**src/rtl/pattern_seq_analyzer_if.sv**
```systemverilog
// Bundles the stimulus-control and analyzer signals of pattern_seq_analyzer.
// Combinational wiring only, no added latency.
// No backpressure: the generator is free-running once triggered.
interface pattern_seq_analyzer_if #(
    parameter int WIDTH = 8,
    parameter int CNT_W = 16
);
    logic [WIDTH-1:0] seed;
    logic [1:0]       mode;
    logic [WIDTH-1:0] trigger;
    logic             continuous;
    logic             abort;
    logic             enable_analyzer;
    logic [WIDTH-1:0] sample;
    logic [WIDTH-1:0] expected;
    logic [WIDTH-1:0] cmp_mask;
    logic             count_clr;
    logic [WIDTH-1:0] generated_patterns;
    logic             gen_valid;
    logic             busy;
    logic             burst_done;
    logic             match_detected;
    logic [CNT_W-1:0] match_count;

    modport master (
        output seed, mode, trigger, continuous, abort,
        output enable_analyzer, sample, expected, cmp_mask, count_clr,
        input  generated_patterns, gen_valid, busy, burst_done,
        input  match_detected, match_count
    );

    modport slave (
        input  seed, mode, trigger, continuous, abort,
        input  enable_analyzer, sample, expected, cmp_mask, count_clr,
        output generated_patterns, gen_valid, busy, burst_done,
        output match_detected, match_count
    );
endinterface

```
**src/rtl/pattern_seq_analyzer.sv**
```systemverilog
// Triggered DEPTH-step pattern burst generator plus masked compare analyzer with saturating count.
// Latency: first pattern one cycle after trigger; match flag/count one cycle after sample.
// No backpressure: bursts run to completion unless aborted. Mode 11 is LFSR when PATTERN_GEN_LFSR_EN is defined, else complement.
module pattern_seq_analyzer #(
    parameter int WIDTH = 8,
    parameter int DEPTH = 8,
    parameter int CNT_W = 16
`ifdef PATTERN_GEN_LFSR_EN
    ,
    parameter logic [WIDTH-1:0] LFSR_TAPS = WIDTH'(8'hB8)
`endif
) (
    input logic                  clk,
    input logic                  reset,
    pattern_seq_analyzer_if.slave bus
);
    localparam int STEP_W = (DEPTH > 1) ? $clog2(DEPTH) : 1;
    localparam logic [STEP_W-1:0] LAST_STEP = STEP_W'(DEPTH - 1);

    localparam logic [1:0] MODE_SHIFT  = 2'b00;
    localparam logic [1:0] MODE_ROTATE = 2'b01;
    localparam logic [1:0] MODE_HOLD   = 2'b10;
    localparam logic [1:0] MODE_CPL    = 2'b11;

    typedef enum logic {
        ST_IDLE = 1'b0,
        ST_RUN  = 1'b1
    } state_t;

    state_t           state;
    state_t           next_state;
    logic [WIDTH-1:0] pattern;
    logic [1:0]       cap_mode;
    logic [STEP_W-1:0] step;
    logic             burst_done_q;
    logic             match_q;
    logic [CNT_W-1:0] count_q;

    logic start;
    logic last_step;
    logic finish;
    logic hit;

    function automatic logic [WIDTH-1:0] load_pattern(input logic [WIDTH-1:0] s,
                                                      input logic [1:0]       m);
        logic [WIDTH-1:0] r;
        r = s;
`ifdef PATTERN_GEN_LFSR_EN
        // An all-zero LFSR state would never leave zero.
        if (m == MODE_CPL && s == '0) begin
            r = WIDTH'(1);
        end
`else
        if (m == MODE_CPL) begin
            r = s;
        end
`endif
        return r;
    endfunction

    function automatic logic [WIDTH-1:0] advance(input logic [WIDTH-1:0] p,
                                                 input logic [1:0]       m);
        logic [WIDTH-1:0] r;
        case (m)
            MODE_SHIFT:  r = {p[WIDTH-2:0], 1'b0};
            MODE_ROTATE: r = {p[WIDTH-2:0], p[WIDTH-1]};
            MODE_HOLD:   r = p;
`ifdef PATTERN_GEN_LFSR_EN
            default:     r = (p >> 1) ^ (p[0] ? LFSR_TAPS : '0);
`else
            default:     r = ~p;
`endif
        endcase
        return r;
    endfunction

    assign start     = (state == ST_IDLE) && (bus.trigger != '0) && !bus.abort;
    assign last_step = (step == LAST_STEP);
    assign finish    = (state == ST_RUN) && !bus.abort && last_step;

    // State register
    always_ff @(posedge clk) begin
        if (!reset) begin
            state <= ST_IDLE;
        end else begin
            state <= next_state;
        end
    end

    // Next-state logic
    always_comb begin
        next_state = state;
        case (state)
            ST_IDLE: begin
                if (start) begin
                    next_state = ST_RUN;
                end
            end
            ST_RUN: begin
                if (bus.abort) begin
                    next_state = ST_IDLE;
                end else if (last_step && !bus.continuous) begin
                    next_state = ST_IDLE;
                end
            end
            default: next_state = ST_IDLE;
        endcase
    end

    // Output logic
    always_comb begin
        bus.generated_patterns = '0;
        bus.gen_valid          = 1'b0;
        bus.busy               = 1'b0;
        if (state == ST_RUN) begin
            bus.generated_patterns = pattern;
            bus.gen_valid          = 1'b1;
            bus.busy               = 1'b1;
        end
    end

    // Burst datapath: continuous re-arm samples the live seed/mode at the wrap.
    always_ff @(posedge clk) begin
        if (!reset) begin
            pattern      <= '0;
            cap_mode     <= MODE_SHIFT;
            step         <= '0;
            burst_done_q <= 1'b0;
        end else begin
            burst_done_q <= finish;
            if (start) begin
                pattern  <= load_pattern(bus.seed, bus.mode);
                cap_mode <= bus.mode;
                step     <= '0;
            end else if (state == ST_RUN) begin
                if (bus.abort) begin
                    pattern <= '0;
                    step    <= '0;
                end else if (last_step) begin
                    step <= '0;
                    if (bus.continuous) begin
                        pattern  <= load_pattern(bus.seed, bus.mode);
                        cap_mode <= bus.mode;
                    end else begin
                        pattern <= '0;
                    end
                end else begin
                    pattern <= advance(pattern, cap_mode);
                    step    <= step + STEP_W'(1);
                end
            end
        end
    end

    assign hit = bus.enable_analyzer && (bus.cmp_mask != '0) &&
                 (((bus.sample ^ bus.expected) & bus.cmp_mask) == '0);

    // Analyzer; clear wins over a same-cycle hit, count sticks at all-ones.
    always_ff @(posedge clk) begin
        if (!reset) begin
            match_q <= 1'b0;
            count_q <= '0;
        end else begin
            match_q <= hit;
            if (bus.count_clr) begin
                count_q <= '0;
            end else if (hit && (count_q != {CNT_W{1'b1}})) begin
                count_q <= count_q + CNT_W'(1);
            end
        end
    end

    assign bus.burst_done     = burst_done_q;
    assign bus.match_detected = match_q;
    assign bus.match_count    = count_q;

endmodule

```
**src/flat_wrapper.sv**
```systemverilog
// flat-port wrapper written by rule: the top's interface ports become plain ports
module pattern_seq_analyzer_flat 
#(
    parameter int WIDTH = 8,
    parameter int DEPTH = 8,
    parameter int CNT_W = 16

)
  (clk, reset, bus_seed, bus_mode, bus_trigger, bus_continuous, bus_abort, bus_enable_analyzer, bus_sample, bus_expected, bus_cmp_mask, bus_count_clr, bus_generated_patterns, bus_gen_valid, bus_busy, bus_burst_done, bus_match_detected, bus_match_count);
  pattern_seq_analyzer_if #(.WIDTH(WIDTH), .CNT_W(CNT_W)) bus_i ();
  input logic clk;
  input logic reset;
  input wire logic [$bits(bus_i.seed)-1:0] bus_seed;
  input wire logic [$bits(bus_i.mode)-1:0] bus_mode;
  input wire logic [$bits(bus_i.trigger)-1:0] bus_trigger;
  input wire logic [$bits(bus_i.continuous)-1:0] bus_continuous;
  input wire logic [$bits(bus_i.abort)-1:0] bus_abort;
  input wire logic [$bits(bus_i.enable_analyzer)-1:0] bus_enable_analyzer;
  input wire logic [$bits(bus_i.sample)-1:0] bus_sample;
  input wire logic [$bits(bus_i.expected)-1:0] bus_expected;
  input wire logic [$bits(bus_i.cmp_mask)-1:0] bus_cmp_mask;
  input wire logic [$bits(bus_i.count_clr)-1:0] bus_count_clr;
  output wire logic [$bits(bus_i.generated_patterns)-1:0] bus_generated_patterns;
  output wire logic [$bits(bus_i.gen_valid)-1:0] bus_gen_valid;
  output wire logic [$bits(bus_i.busy)-1:0] bus_busy;
  output wire logic [$bits(bus_i.burst_done)-1:0] bus_burst_done;
  output wire logic [$bits(bus_i.match_detected)-1:0] bus_match_detected;
  output wire logic [$bits(bus_i.match_count)-1:0] bus_match_count;
  assign bus_i.seed = bus_seed;
  assign bus_i.mode = bus_mode;
  assign bus_i.trigger = bus_trigger;
  assign bus_i.continuous = bus_continuous;
  assign bus_i.abort = bus_abort;
  assign bus_i.enable_analyzer = bus_enable_analyzer;
  assign bus_i.sample = bus_sample;
  assign bus_i.expected = bus_expected;
  assign bus_i.cmp_mask = bus_cmp_mask;
  assign bus_i.count_clr = bus_count_clr;
  assign bus_generated_patterns = bus_i.generated_patterns;
  assign bus_gen_valid = bus_i.gen_valid;
  assign bus_busy = bus_i.busy;
  assign bus_burst_done = bus_i.burst_done;
  assign bus_match_detected = bus_i.match_detected;
  assign bus_match_count = bus_i.match_count;
  pattern_seq_analyzer #(.WIDTH(WIDTH), .DEPTH(DEPTH), .CNT_W(CNT_W)) u_core (.clk(clk), .reset(reset), .bus(bus_i));
endmodule
```
**config.mk**
```make
export PLATFORM = sky130hd
export DESIGN_NAME = pattern_seq_analyzer_flat
export DESIGN_NICKNAME = d
export VERILOG_FILES = /design/src/rtl/pattern_seq_analyzer_if.sv /design/src/rtl/pattern_seq_analyzer.sv /design/src/flat_wrapper.sv
export SDC_FILE = /design/constraint.sdc
export NUM_CORES = 1
export LEC_CHECK = 0
export CORE_UTILIZATION = 30
export CTS_BUF_LIST = sky130_fd_sc_hd__clkbuf_4 sky130_fd_sc_hd__clkbuf_8
export CTS_CLUSTER_DIAMETER = 150
export DETAILED_ROUTE_END_ITERATION = 16
export PLACE_DENSITY = 0.6
export SETUP_SLACK_MARGIN = 0.15
export SYNTH_ARGS = -nofsm -noshare
export SYNTH_HDL_FRONTEND = slang
export SYNTH_SLANG_ARGS = --single-unit
```
**constraint.sdc**
```tcl
create_clock -name clk -period 3.7 [get_ports clk]
set_input_delay 0.37 -clock clk [delete_from_list [all_inputs] [get_ports clk]]
set_output_delay 0.37 -clock clk [all_outputs]
set_load 0.01 [all_outputs]
```
## After elaboration in Yosys (flattened, before gate mapping)

Cells that the tools add are included.

- Add/subtract/negate cells: 2
- Bitwise logic cells: 5
- Muxes and demuxes: 19
- Equal/unequal tests: 6
- Reduce and logical (&&, ||, !) cells: 21

Operators with widths:

| cell | count |
|---|---|
| two-way mux 8 bit | 6 |
| one-hot mux 8 bit (3 select lines) | 1 |
| adder 16 x 1 -> 16 bit, second input constant | 1 |
| != test 16 bit, second input constant | 1 |
| nonzero test 8 bit | 2 |
| two-way mux 2 bit | 5 |
| AND 8 bit | 1 |
| logical AND 1 bit | 8 |
| zero test 8 bit | 1 |
| NOT 8 bit | 1 |
| bitwise XOR 8 bit | 1 |
| two-way mux 3 bit | 2 |
| nonzero test 2 bit | 3 |
| two-way mux 1 bit | 4 |
| != test 4 x 2 -> 1 bit, second input constant | 1 |
| AND reduction 4 bit | 1 |
| OR reduction 2 bit | 2 |
| adder 3 x 1 -> 3 bit, second input constant | 1 |
| == test 3 bit, second input constant | 1 |
| == test 2 x 1 -> 1 bit, second input constant | 1 |
| == test 2 bit, second input constant | 1 |
| zero test 1 bit | 2 |
| zero test 2 bit | 1 |
| != test 2 x 1 -> 1 bit, second input constant | 1 |
| 3 further kinds | 4 |

- Output and inout bits: 28
- Register bits: 32

## Depth between registers and ports, before layout

Gate-level depths: netlist of run 1.

- Depth in word-level cells: 6
- Mapped depth: 8

## Worst setup path after synthesis of run 1

Ideal clock, no wire load.

- Path type: register -> register
- From: register u_core.count_q[0] (netlist: u_core.bus.match_count[0])
- To: register u_core.count_q[2] (netlist: u_core.bus.match_count[2])
- Required time: 3.584 ns
- Clock period less this slack: 1.869 ns
- Stages on the path, launching flop included: 6
- Data arrival time: 1.753 ns
- Setup time: 0.116 ns
- Setup slack: 1.831 ns
- Cell sequence: dfxtp_1 -> ha_1 -> nand3_1 -> or4_4 -> and3_1 -> a41o_1

- Cells in the longest elaborated chain, start to end: 2
- Elaborated cells on any way between the ends: 3
- Those cells by class: add/sub (1); eq/ne (1); reduce/logical (1)

RTL lines:

| element | line | source |
|---|---|---|
| start: declaration | pattern_seq_analyzer.sv:37 | `logic [CNT_W-1:0] count_q;` |
| start signal: assignment | pattern_seq_analyzer.sv:168 | `count_q <= count_q + CNT_W'(1);` |
| branches (longest 2 deep; another with adder 16 x 1 -> 16 bit) | n/a |  |

Several ways; the timed one is not identified.
A chain may end at the register's enable or synchronous reset.

## Worst setup path after layout of run 1

- From: input port bus_expected[5]
- To: register u_core.count_q[3] (netlist: u_core.bus.match_count[3])

- Cells in the longest elaborated chain, start to end: 5

RTL lines:

| element | line | source |
|---|---|---|
| start: declaration | flat_wrapper.sv:20 | `input wire logic [$bits(bus_i.expected)-1:0] bus_expected;` |
| bitwise XOR 8 bit | pattern_seq_analyzer.sv:156 | `(((bus.sample ^ bus.expected) & bus.cmp_mask) == '0);` |
| AND 8 bit | pattern_seq_analyzer.sv:156 |  |
| zero test 8 bit | pattern_seq_analyzer.sv:156 |  |
| logical AND 1 bit | pattern_seq_analyzer.sv:155 | `assign hit = bus.enable_analyzer && (bus.cmp_mask != '0) &&` |
| logical AND 1 bit | pattern_seq_analyzer.sv:167 | `end else if (hit && (count_q != {CNT_W{1'b1}})) begin` |

No other way between the ends.

==> flow_summary.json, run 1 <==
{
  "status": "finished, final reports clean",
  "clk_pin_slew_ns": 0.07,
  "grt_pass1_vias": 1862,
  "reg2reg_from": "u_core.step[0]",
  "slowest_delay_ns": 0.58,
  "netSwitchingFraction": 0.248,
  "cts_made_buffers": 5,
  "hp-start": "u_core.step[2]",
  "gp_congestion": 0.722,
  "clk-insertion-delay-late_ns": 0.29,
  "grt_overflow": 0,
  "die_w_um": 82.2,
  "rsz0062_at_grt": "false",
  "coreArea_mm2": 0.00606,
  "syn_area_mm2": 0.00193,
  "via_per_inst": 5.37,
  "worstSetupPathType": "in -> reg",
  "wl_met3_um": 377,
  "intPower_mw": 0.645,
  "cp.buffers_inverters": 1,
  "final_common_cell": "clkdlybuf4s50_1",
  "postRouteAntennaNets": 0,
  "report.final.setup_viol": 0,
  "area.growth.synth_to_final_pct": 46.5,
  "power_mw": 0.858,
  "routed-wl-met2_um": 2430,
  "fin_skew_ns": 0.00434,
  "power_frac_seq": 0.429,
  "wl_per_cell_um": 13.8,
  "highest_layer": "met4",
  "clk_path_buf_depth": 2,
  "seq_area_frac_synth": 0.332,
  "switchingPower_mw": 0.213,
  "holdBufCountCts": 0,
  "dpl-instance-area_mm2": 0.00272,
  "io_pins": 76,
  "synthCells": 237,
  "period_share": 0.616,
  "p_clk_frac": 0.393,
  "drv_slew": 0,
  "grt_max_degree": 25,
  "fin_crit_ns": 2.28,
  "holdPathStages": 2,
  "layout.nets": 358,
  "grt_first_pass_wirelength_um": 8650,
  "worstMarginPinSlew_ns": 0.767,
  "worst_r2r_path_depth": 7,
  "cellLeakagePower_nw": 0.941,
  "r2r_slack_ns": 1.43,
  "syn_nets": 288,
  "design_area_mm2": 0.00283,
  "clock-root-buffer": "clkbuf_8",
  "num_vias": 2057,
  "fin_tns_setup_ns": 0,
  "drt_iter0_drc": 162,
  "cp.required_ns": 3.91,
  "post-place-cells": 375,
  "cts_setup_buffers": 0,
  "ir_worst_vdd_uv": 140,
  "ctsResizeCount": 0,
  "initial_core_util": 0.319,
  "final.fill_count": 612,
  "tritoncts": "yes",
  "crit_chain": "clkdlybuf4s50_1 -> xor2_1 -> a21boi_0 -> nand3_2 -> or4_1 -> a21oi_1",
  "min_to": "u_core.step[2]",
  "die_area_mm2": 0.00676,
  "drt_wl_total_um": 5290,
  "pwr-share-comb": 0.178,
  "start_kind": "input port",
  "cp.arrival_ns": 2.49,
  "antenna_found_initial": 0,
  "syn_area_per_cell_um2": 8.15,
  "layout-drive-gt1-share": 0.0519,
  "synthDistinctLibCells": 40,
  "cp-end-kind": "register",
  "ys_ff_latch": 32,
  "cts-htree-levels": 2,
  "clock-sinks": 32,
  "die_y_um": 82.2,
  "whs_ns": 0.479,
  "drv_cap": 0,
  "max-slew-margin-rel": 0.486,
  "hold_viol_final": 0,
  "drc": 0,
  "fin_cells": 383,
  "drt_first_pass_iters": 4,
  "rows": 28,
  "worstReg2RegEnd": "u_core.pattern[4]",
  "power_density_mw_per_mm2": 303,
  "final_cell_mix": "clkdlybuf4s50_1 (75), dfxtp_1 (32), nand2_1 (27), o21ai_0 (18), a21oi_1 (16)",
  "hold_path_class": "reg -> reg",
  "post-dp-hpwl_um": 3910,
  "fmaxAchievable_mhz": 438,
  "met1_length_um": 2410,
  "portBuffers": 75,
  "cp_max_fo": 19,
  "cp_slowest_cell": "or4_1",
  "ys_warn_count": 0,
  "track_usage": 0.168,
  "worst_path_dominant_cell_family": "simple AND/OR/NAND/NOR gates",
  "diodes": 0
}
==> tightest hold or removal path, cell delays in order (launching register included) <==
cell and delay [ns]:
dfxtp_1 0.32, nand2b_1 0.07, a21oi_1 0.05
==> cells in the mapped netlist, drive strengths merged <==
cell type / number / area [um^2]
o41ai: 2 / 17.5
nand4b: 2 / 17.5
and4: 3 / 26.3
o31ai: 9 / 67.6
nor2b: 15 / 93.8
xor2: 8 / 70.1
a211oi: 1 / 7.51
a21boi: 1 / 7.51
a31oi: 2 / 12.5
nand2b: 5 / 31.3
mux2: 1 / 11.3
a22oi: 3 / 32.5
ha: 3 / 37.5
or4: 11 / 86.3
nor3: 1 / 5.00
buf: 4 / 31.3
nand3b: 1 / 7.51
inv: 3 / 11.3
nand3: 10 / 55.1
a31o: 1 / 8.76
or3: 1 / 6.26
dfxtp: 32 / 641
a21oi: 16 / 80.1
a41o: 1 / 10.0
nor4: 5 / 31.3
and2: 9 / 56.3
and3: 6 / 37.5
mux2i: 5 / 50.1
nor2: 7 / 26.3
a222oi: 8 / 80.1
clkbuf: 9 / 33.8
nand2: 27 / 101
o21ai: 18 / 90.1
nand4: 7 / 50.1
==> registers in the layout, indices dropped and copies added (netlist names) <==
name	cells
u_core.bus.match_count	16
u_core.pattern	8
u_core.state	1
u_core.bus.match_detected	1
u_core.cap_mode	2
u_core.bus.burst_done	1
u_core.step	3
==> stage by stage <==
| step | setup slack (ns) | utilization |
|---|---|---|
| floorplan | 1.83 | - |
| global placement | 1.16 | 0.449 |
| detailed placement | 1.15 | 0.449 |
| CTS | 1.44 | 0.467 |
| global route | 1.17 | 0.467 |
| finish | 1.42 | 0.467 |
==> cells by family after synthesis <==
family                   Yosys count  share of synthesized area
AND/OR/NAND/NOR                  110                      0.327
XOR/XNOR                           8                     0.0363
AO/OA/AOI/OAI                     62                      0.214
adder cells (fa/ha/maj)            3                     0.0194
flip-flops                        32                      0.332
multiplexers                       6                     0.0317
buffers and inverters             16                     0.0395
==> how the worst max path moves through the flow <==
| stage | cells after the start | start | end | slack [ns] |
|---|---|---|---|---|
| after floorplan | 5 | u_core.bus.match_count[0] | u_core.bus.match_count[2] | 1.83 |
| after global placement | 6 | bus_expected[3] | u_core.bus.match_count[10] | 1.16 |
| after detailed placement | 6 | bus_expected[5] | u_core.bus.match_count[3] | 1.15 |
| after CTS | 6 | bus_expected[5] | u_core.bus.match_count[3] | 1.44 |
| after global routing | 6 | u_core.step[0] | u_core.pattern[5] | 1.17 |
| final | 6 | bus_expected[5] | u_core.bus.match_count[3] | 1.42 |
==> power by group through the flow <==
stage	Sequential, mW	Combinational (mW)	Clock, mW
after floorplan	0.368	0.0822	0
after global placement	0.375	0.152	0
after detailed placement	0.376	0.153	0
after CTS	0.368	0.154	0.345
after global routing	0.370	0.169	0.368
final	0.368	0.153	0.338
==> metal layers <==
metal	vias to the layer above	GRT usage
met2	70	0.264
met3	8	0.0462
met5	-	0
met4	0	0.0579
li1	1038	-
met1	941	0.220
==> cell type report <==
type / instances / area [um^2] / area share
clock buffers: 6 / 76.3 / 0.0270
flip-flops and latches: 32 / 641 / 0.226
well taps: 75 / 93.8 / 0.0332
repair buffers: 76 / 758 / 0.268
clock inverters: 2 / 35.0 / 0.0124
multi-input cells: 189 / 1210 / 0.429
inverters: 3 / 11.3 / 0.00398
Power figures use the tool's default switching activity.
==> run 2, diff against run 1 <==
==> constraint.sdc (replaced) <==
create_clock -name clk -period 2.1 [get_ports clk]
set_input_delay 0.21 -clock clk [delete_from_list [all_inputs] [get_ports clk]]
set_output_delay 0.21 -clock clk [all_outputs]
set_load 0.01 [all_outputs]
==> run 2 against run 1 <==
Net effect: first-iteration DRC count decreased by 16%; clock skew increased by 0.0016 ns; highest routed layer unchanged; utilization increased by 2.6 points; die area unchanged; largest power group unchanged; clock power increased by 56%; cell area increased by 5.6%; total power increased by 73%; largest cell class unchanged.
==> flow_summary.json, run 2 (synthesis results as in run 1) <==
{
  "status": "finished, final reports clean",
  "max-slew-margin-rel": 0.644,
  "grt_max_degree": 19,
  "cp-end-kind": "register",
  "worstMarginPinSlew_ns": 0.533,
  "switchingPower_mw": 0.394,
  "io_pins": 76,
  "cp.buffers_inverters": 0,
  "grt_overflow": 0,
  "report.final.setup_viol": 0,
  "cts_made_buffers": 5,
  "clk-insertion-delay-late_ns": 0.29,
  "wl_per_cell_um": 14.2,
  "crit_chain": "nand4_1 -> or4_4 -> and3_2 -> nand3_1 -> mux2i_1",
  "tritoncts": "yes",
  "utilization": 0.493,
  "pwr-share-comb": 0.214,
  "cp.arrival_ns": 2.06,
  "grt_first_pass_wirelength_um": 9150,
  "min_to": "u_core.step[2]",
  "largest_reg_flops": 16,
  "period_share": 0.877,
  "via_per_inst": 5.41,
  "clk_path_buf_depth": 2,
  "layout-drive-gt1-share": 0.123,
  "place_ws_ns": -0.104,
  "ir_worst_vdd_uv": 293,
  "drv_slew": 0,
  "p_clk_frac": 0.354,
  "rsz0062_at_grt": "false",
  "fin_tns_setup_ns": 0,
  "clock-root-buffer": "clkbuf_8",
  "power_frac_seq": 0.432,
  "cts-htree-levels": 2,
  "hold_path_class": "reg -> reg",
  "fmaxAchievable_mhz": 543,
  "drv_cap": 0,
  "slowest_delay_ns": 0.57,
  "drc": 0,
  "cp_slowest_cell": "or4_4",
  "fin_ws_ns": 0.258,
  "r2r_slack_ns": 0.26,
  "hold_viol_final": 0,
  "die_area_mm2": 0.00676,
  "cellLeakagePower_nw": 1.02,
  "worst_r2r_path_depth": 5,
  "drt_iter0_drc": 136,
  "worstReg2RegEnd": "u_core.bus.match_count[6]",
  "power_density_mw_per_mm2": 497,
  "cp.required_ns": 2.32,
  "power_mw": 1.49,
  "area.growth.synth_to_final_pct": 54.7,
  "drt_first_pass_iters": 6,
  "intPower_mw": 1.09,
  "post-place-cells": 390,
  "start_kind": "register",
  "cp_max_fo": 8,
  "netSwitchingFraction": 0.265,
  "die_w_um": 82.2,
  "post-dp-hpwl_um": 4210,
  "hp-start": "u_core.step[2]",
  "worst_path_dominant_cell_family": "simple AND/OR/NAND/NOR gates",
  "layout.nets": 376,
  "postRouteAntennaNets": 0,
  "final_cell_mix": "clkdlybuf4s50_1 (75), dfxtp_1 (32), nand2_1 (27), o21ai_0 (18), buf_4 (18)",
  "initial_core_util": 0.319,
  "reg2reg_from": "u_core.bus.match_count[8]",
  "gp_congestion": 0.862,
  "fin_skew_ns": 0.00597,
  "rows": 28,
  "track_usage": 0.178,
  "final_common_cell": "clkdlybuf4s50_1",
  "grt_pass1_vias": 1934,
  "clk_pin_slew_ns": 0.07,
  "clock-sinks": 32,
  "num_vias": 2168,
  "coreArea_mm2": 0.00606,
  "antenna_found_initial": 0,
  "portBuffers": 75,
  "worstSetupPathType": "reg -> reg",
  "fin_cells": 401,
  "fin_crit_ns": 1.84,
  "die_y_um": 82.2,
  "holdPathStages": 2,
  "final.fill_count": 604,
  "drt_wl_total_um": 5680,
  "diodes": 0
}
[run 2: changes by cell type in the layout (fill, tap and decap cells not counted), sizes merged]
cell    delta
nand3      +1
clkbuf     +2
clkinv     -1
buf       +17
bufinv     -1
[run 2: timing repair]
action                     in CTS  in global routing
setup buffers                   0                  2
pin swaps                       0                  4
gates cloned                    0                  1
resized for setup               3                  6
hold buffers                    0                  0
setup endpoints to repair       4                 24
[run 2: final cells by class]
cell class	count	area (um^2)	area share
Multi-Input combinational cell	190	1260	0.422
Inverter	3	11.3	0.00377
Clock buffer	8	97.6	0.0326
Sequential cell	32	641	0.214
Timing Repair Buffer	93	886	0.296
Tap cell	75	93.8	0.0314
[run 2: metal layers]
metal	wire length (um)	share of wire	up-vias	track usage
li1	-	-	1082	-
met1	2600	0.46	1009	0.231
met2	2620	0.46	71	0.279
met3	383	0.067	6	0.0495
met4	70	0.012	0	0.0614
met5	0	0	-	0
[run 2: tightest hold or removal path: cells and delay by family, from the launching register on]
family,cells,cell delay [ns]
flops,1,0.31
simple gates,1,0.07
compound gates,1,0.05
[run 2: worst max-delay path by stage]
stage,startpoint,endpoint,slack (ns),cells past startpoint
final,u_core.bus.match_count[8],u_core.bus.match_count[6],0.26,5
after detailed placement,bus_expected[0],u_core.bus.match_count[3],-0.10,6
after floorplan,u_core.bus.match_count[0],u_core.bus.match_count[2],0.23,5
after global placement,bus_expected[0],u_core.bus.match_count[11],-0.06,6
after CTS,u_core.bus.match_count[0],u_core.bus.match_count[2],0.17,6
after global routing,bus_expected[3],u_core.bus.match_count[9],0.17,7
[run 2: metrics by stage]
| stage | hold WS [ns] | area, um^2 |
|---|---|---|
| after floorplan | 0.338 | 1930 |
| after global routing | 0.501 | 2990 |
| final | 0.481 | 2990 |
| after detailed placement | 0.471 | 2830 |
| after global placement | 0.461 | 2830 |
| after CTS | 0.481 | 2940 |
[run 2: power groups by stage]
stage / clock [mW] / sequential (mW) / combinational (mW)
after global routing: 0.573 / 0.645 / 0.350
after global placement: 0 / 0.655 / 0.295
after detailed placement: 0 / 0.656 / 0.298
after CTS: 0.540 / 0.642 / 0.301
after floorplan: 0 / 0.648 / 0.145
final: 0.526 / 0.642 / 0.318
==> patch, RTL diff (config.mk and constraints of run 1) <==
`WIDTH` is set to 8 in 3 places; all go to 7.
--- a/src/rtl/pattern_seq_analyzer_if.sv
+++ b/src/rtl/pattern_seq_analyzer_if.sv
@@ -2,7 +2,7 @@
 // Combinational wiring only, no added latency.
 // No backpressure: the generator is free-running once triggered.
 interface pattern_seq_analyzer_if #(
-    parameter int WIDTH = 8,
+    parameter int WIDTH = 7,
     parameter int CNT_W = 16
 );
     logic [WIDTH-1:0] seed;
--- a/src/rtl/pattern_seq_analyzer.sv
+++ b/src/rtl/pattern_seq_analyzer.sv
@@ -2,7 +2,7 @@
 // Latency: first pattern one cycle after trigger; match flag/count one cycle after sample.
 // No backpressure: bursts run to completion unless aborted. Mode 11 is LFSR when PATTERN_GEN_LFSR_EN is defined, else complement.
 module pattern_seq_analyzer #(
-    parameter int WIDTH = 8,
+    parameter int WIDTH = 7,
     parameter int DEPTH = 8,
     parameter int CNT_W = 16
 `ifdef PATTERN_GEN_LFSR_EN
--- a/src/flat_wrapper.sv
+++ b/src/flat_wrapper.sv
@@ -1,7 +1,7 @@
 // flat-port wrapper written by rule: the top's interface ports become plain ports
 module pattern_seq_analyzer_flat 
 #(
-    parameter int WIDTH = 8,
+    parameter int WIDTH = 7,
     parameter int DEPTH = 8,
     parameter int CNT_W = 16
 
Ports: changed (6 resized); port bits go from 76 to 70. The function was not compared with the original's and may differ.
==> patch against run 1 <==
Worst setup slack better by 93 ps; register-to-register slack better by 80 ps; synthesized area down 7.4%; sequential cell count down 1; routed wire length down 9.6%; non-clock buffer count down 5; cell count down 5.0%; final area down 7.6%; power down 11%.
==> patch: results <==
metrics = {
    "critical_path": {
        "rr_endpoint": "u_core.bus.match_count[0]",
        "rrSetupSlack_ps": 1510,
        "r2r_start": "u_core.bus.match_count[0]",
        "ff2ff_path_depth": 6,
        "max_stage_delay_ps": 830,
        "crit_slowest_cell": "or4_1",
        "crit_arrival_ps": 2330,
        "crit_fanout": 12,
    },
    "detailed_routing": {
        "top_layer": "met4",
        "viasPerCell": 5.16,
        "met2_length_um": 2240,
        "drt_first_iter_violations": 86,
        "wl_met3_um": 342,
        "wl_um": 4780,
        "drt-met1-wl_um": 2180,
    },
    "synth": {
        "synth_fp_nets": 273,
        "ys_seq_area_frac": 0.347,
        "yosysUniqueCellTypes": 41,
        "synth_common_cells": "dfxtp_1, a21oi_1, nor2_1, nand2_1, o21ai_0",
        "yosys-top-cells-area": "dfxtp_1, a21oi_1, nor2_1, or3_1, and2_1",
    },
    "power_and_ir_drop": {
        "powerClk_uw": 272,
        "comb-power_uw": 138,
        "p_sw_frac": 0.262,
        "p_leak_uw": 0.000875,
    },
    "place": {
        "post-place-ws_ps": 1300,
        "gp_congestion": 0.782,
        "dpl.hpwl_um": 3470,
        "numPortBuffers": 69,
        "post_dp_cell_area_um2": 2530,
    },
    "cts": {
        "cts_setup_buffers": 0,
        "clock_latency_ps": 280,
    },
    "min_path": {
        "hold_end": "u_core.pattern[6]",
        "hp-start": "u_core.pattern[6]",
    },
    "global_routing": {
        "grt_start_max_net_pins": 31,
        "grt_pass1_wl_um": 8290,
        "first_global_vias": 1832,
        "grt_usage": 0.166,
    },
    "cells_and_area": {
        "fill_cells": 594,
    },
    "timing": {
        "slew_headroom": 0.585,
        "fin_worst_skew_ps": 1.96,
    },
    "run_status": {
        "status": "complete, no violations",
    },
}
-- patch: logic make-up (layout without fill, tap and decap cells) --
logic type	after synthesis	after routing	synth area share
multiplexers	3	3	0.0168
XOR/XNOR	7	7	0.0343
adder cells (fa/ha/maj)	3	3	0.0210
AO/OA/AOI/OAI	62	62	0.206
AND/OR/NAND/NOR	106	106	0.338
flip-flops	31	31	0.347
buffers and inverters	15	80	0.0364
-- patch: how the worst max path moves through the flow --
| stage | depth (start not counted) | slack [ps] | to | start |
|---|---|---|---|---|
| 2_1_floorplan | 6 | 1710 | u_core.bus.match_count[13] | bus_expected[0] |
| 3_3_place_gp | 4 | 1330 | u_core.bus.match_count[5] | reset |
| 3_5_place_dp | 4 | 1300 | u_core.bus.match_count[5] | reset |
| 4_1_cts | 6 | 1520 | u_core.bus.match_count[0] | u_core.bus.match_count[0] |
| 5_1_grt | 6 | 1300 | u_core.bus.match_count[0] | u_core.bus.match_count[0] |
| 6_report | 6 | 1510 | u_core.bus.match_count[0] | u_core.bus.match_count[0] |
-- patch: layout make-up --
cell class	count	share of cell area
sequential	31	0.237
clock buffer	6	0.0316
tap	72	0.0344
multi-input combinational	181	0.422
clock inverter	1	0.00191
timing repair buffer	71	0.270
inverter	2	0.00287
-- patch: per-stage QoR --
stage	util	total power, uW	hold slack (ps)
after global placement	0.448	502	497
after global routing	0.464	811	534
after detailed placement	0.448	502	503
after floorplan	-	431	466
after CTS	0.464	779	511
final	0.464	766	507
-- patch: worst max-delay path, delay by kind of cell (launching register included) --
family	cells	cell delay, ps
adder cells (fa/ha/maj)	1	190
AO/OA/AOI/OAI	1	60
flip-flops	1	410
AND/OR/NAND/NOR	4	1400
-- patch: metal layers --
metal,global-route usage,vias to the layer above
met1,0.202,848
met2,0.287,56
met5,0,-
met4,0.0327,0
li1,-,974
met3,0.0517,2
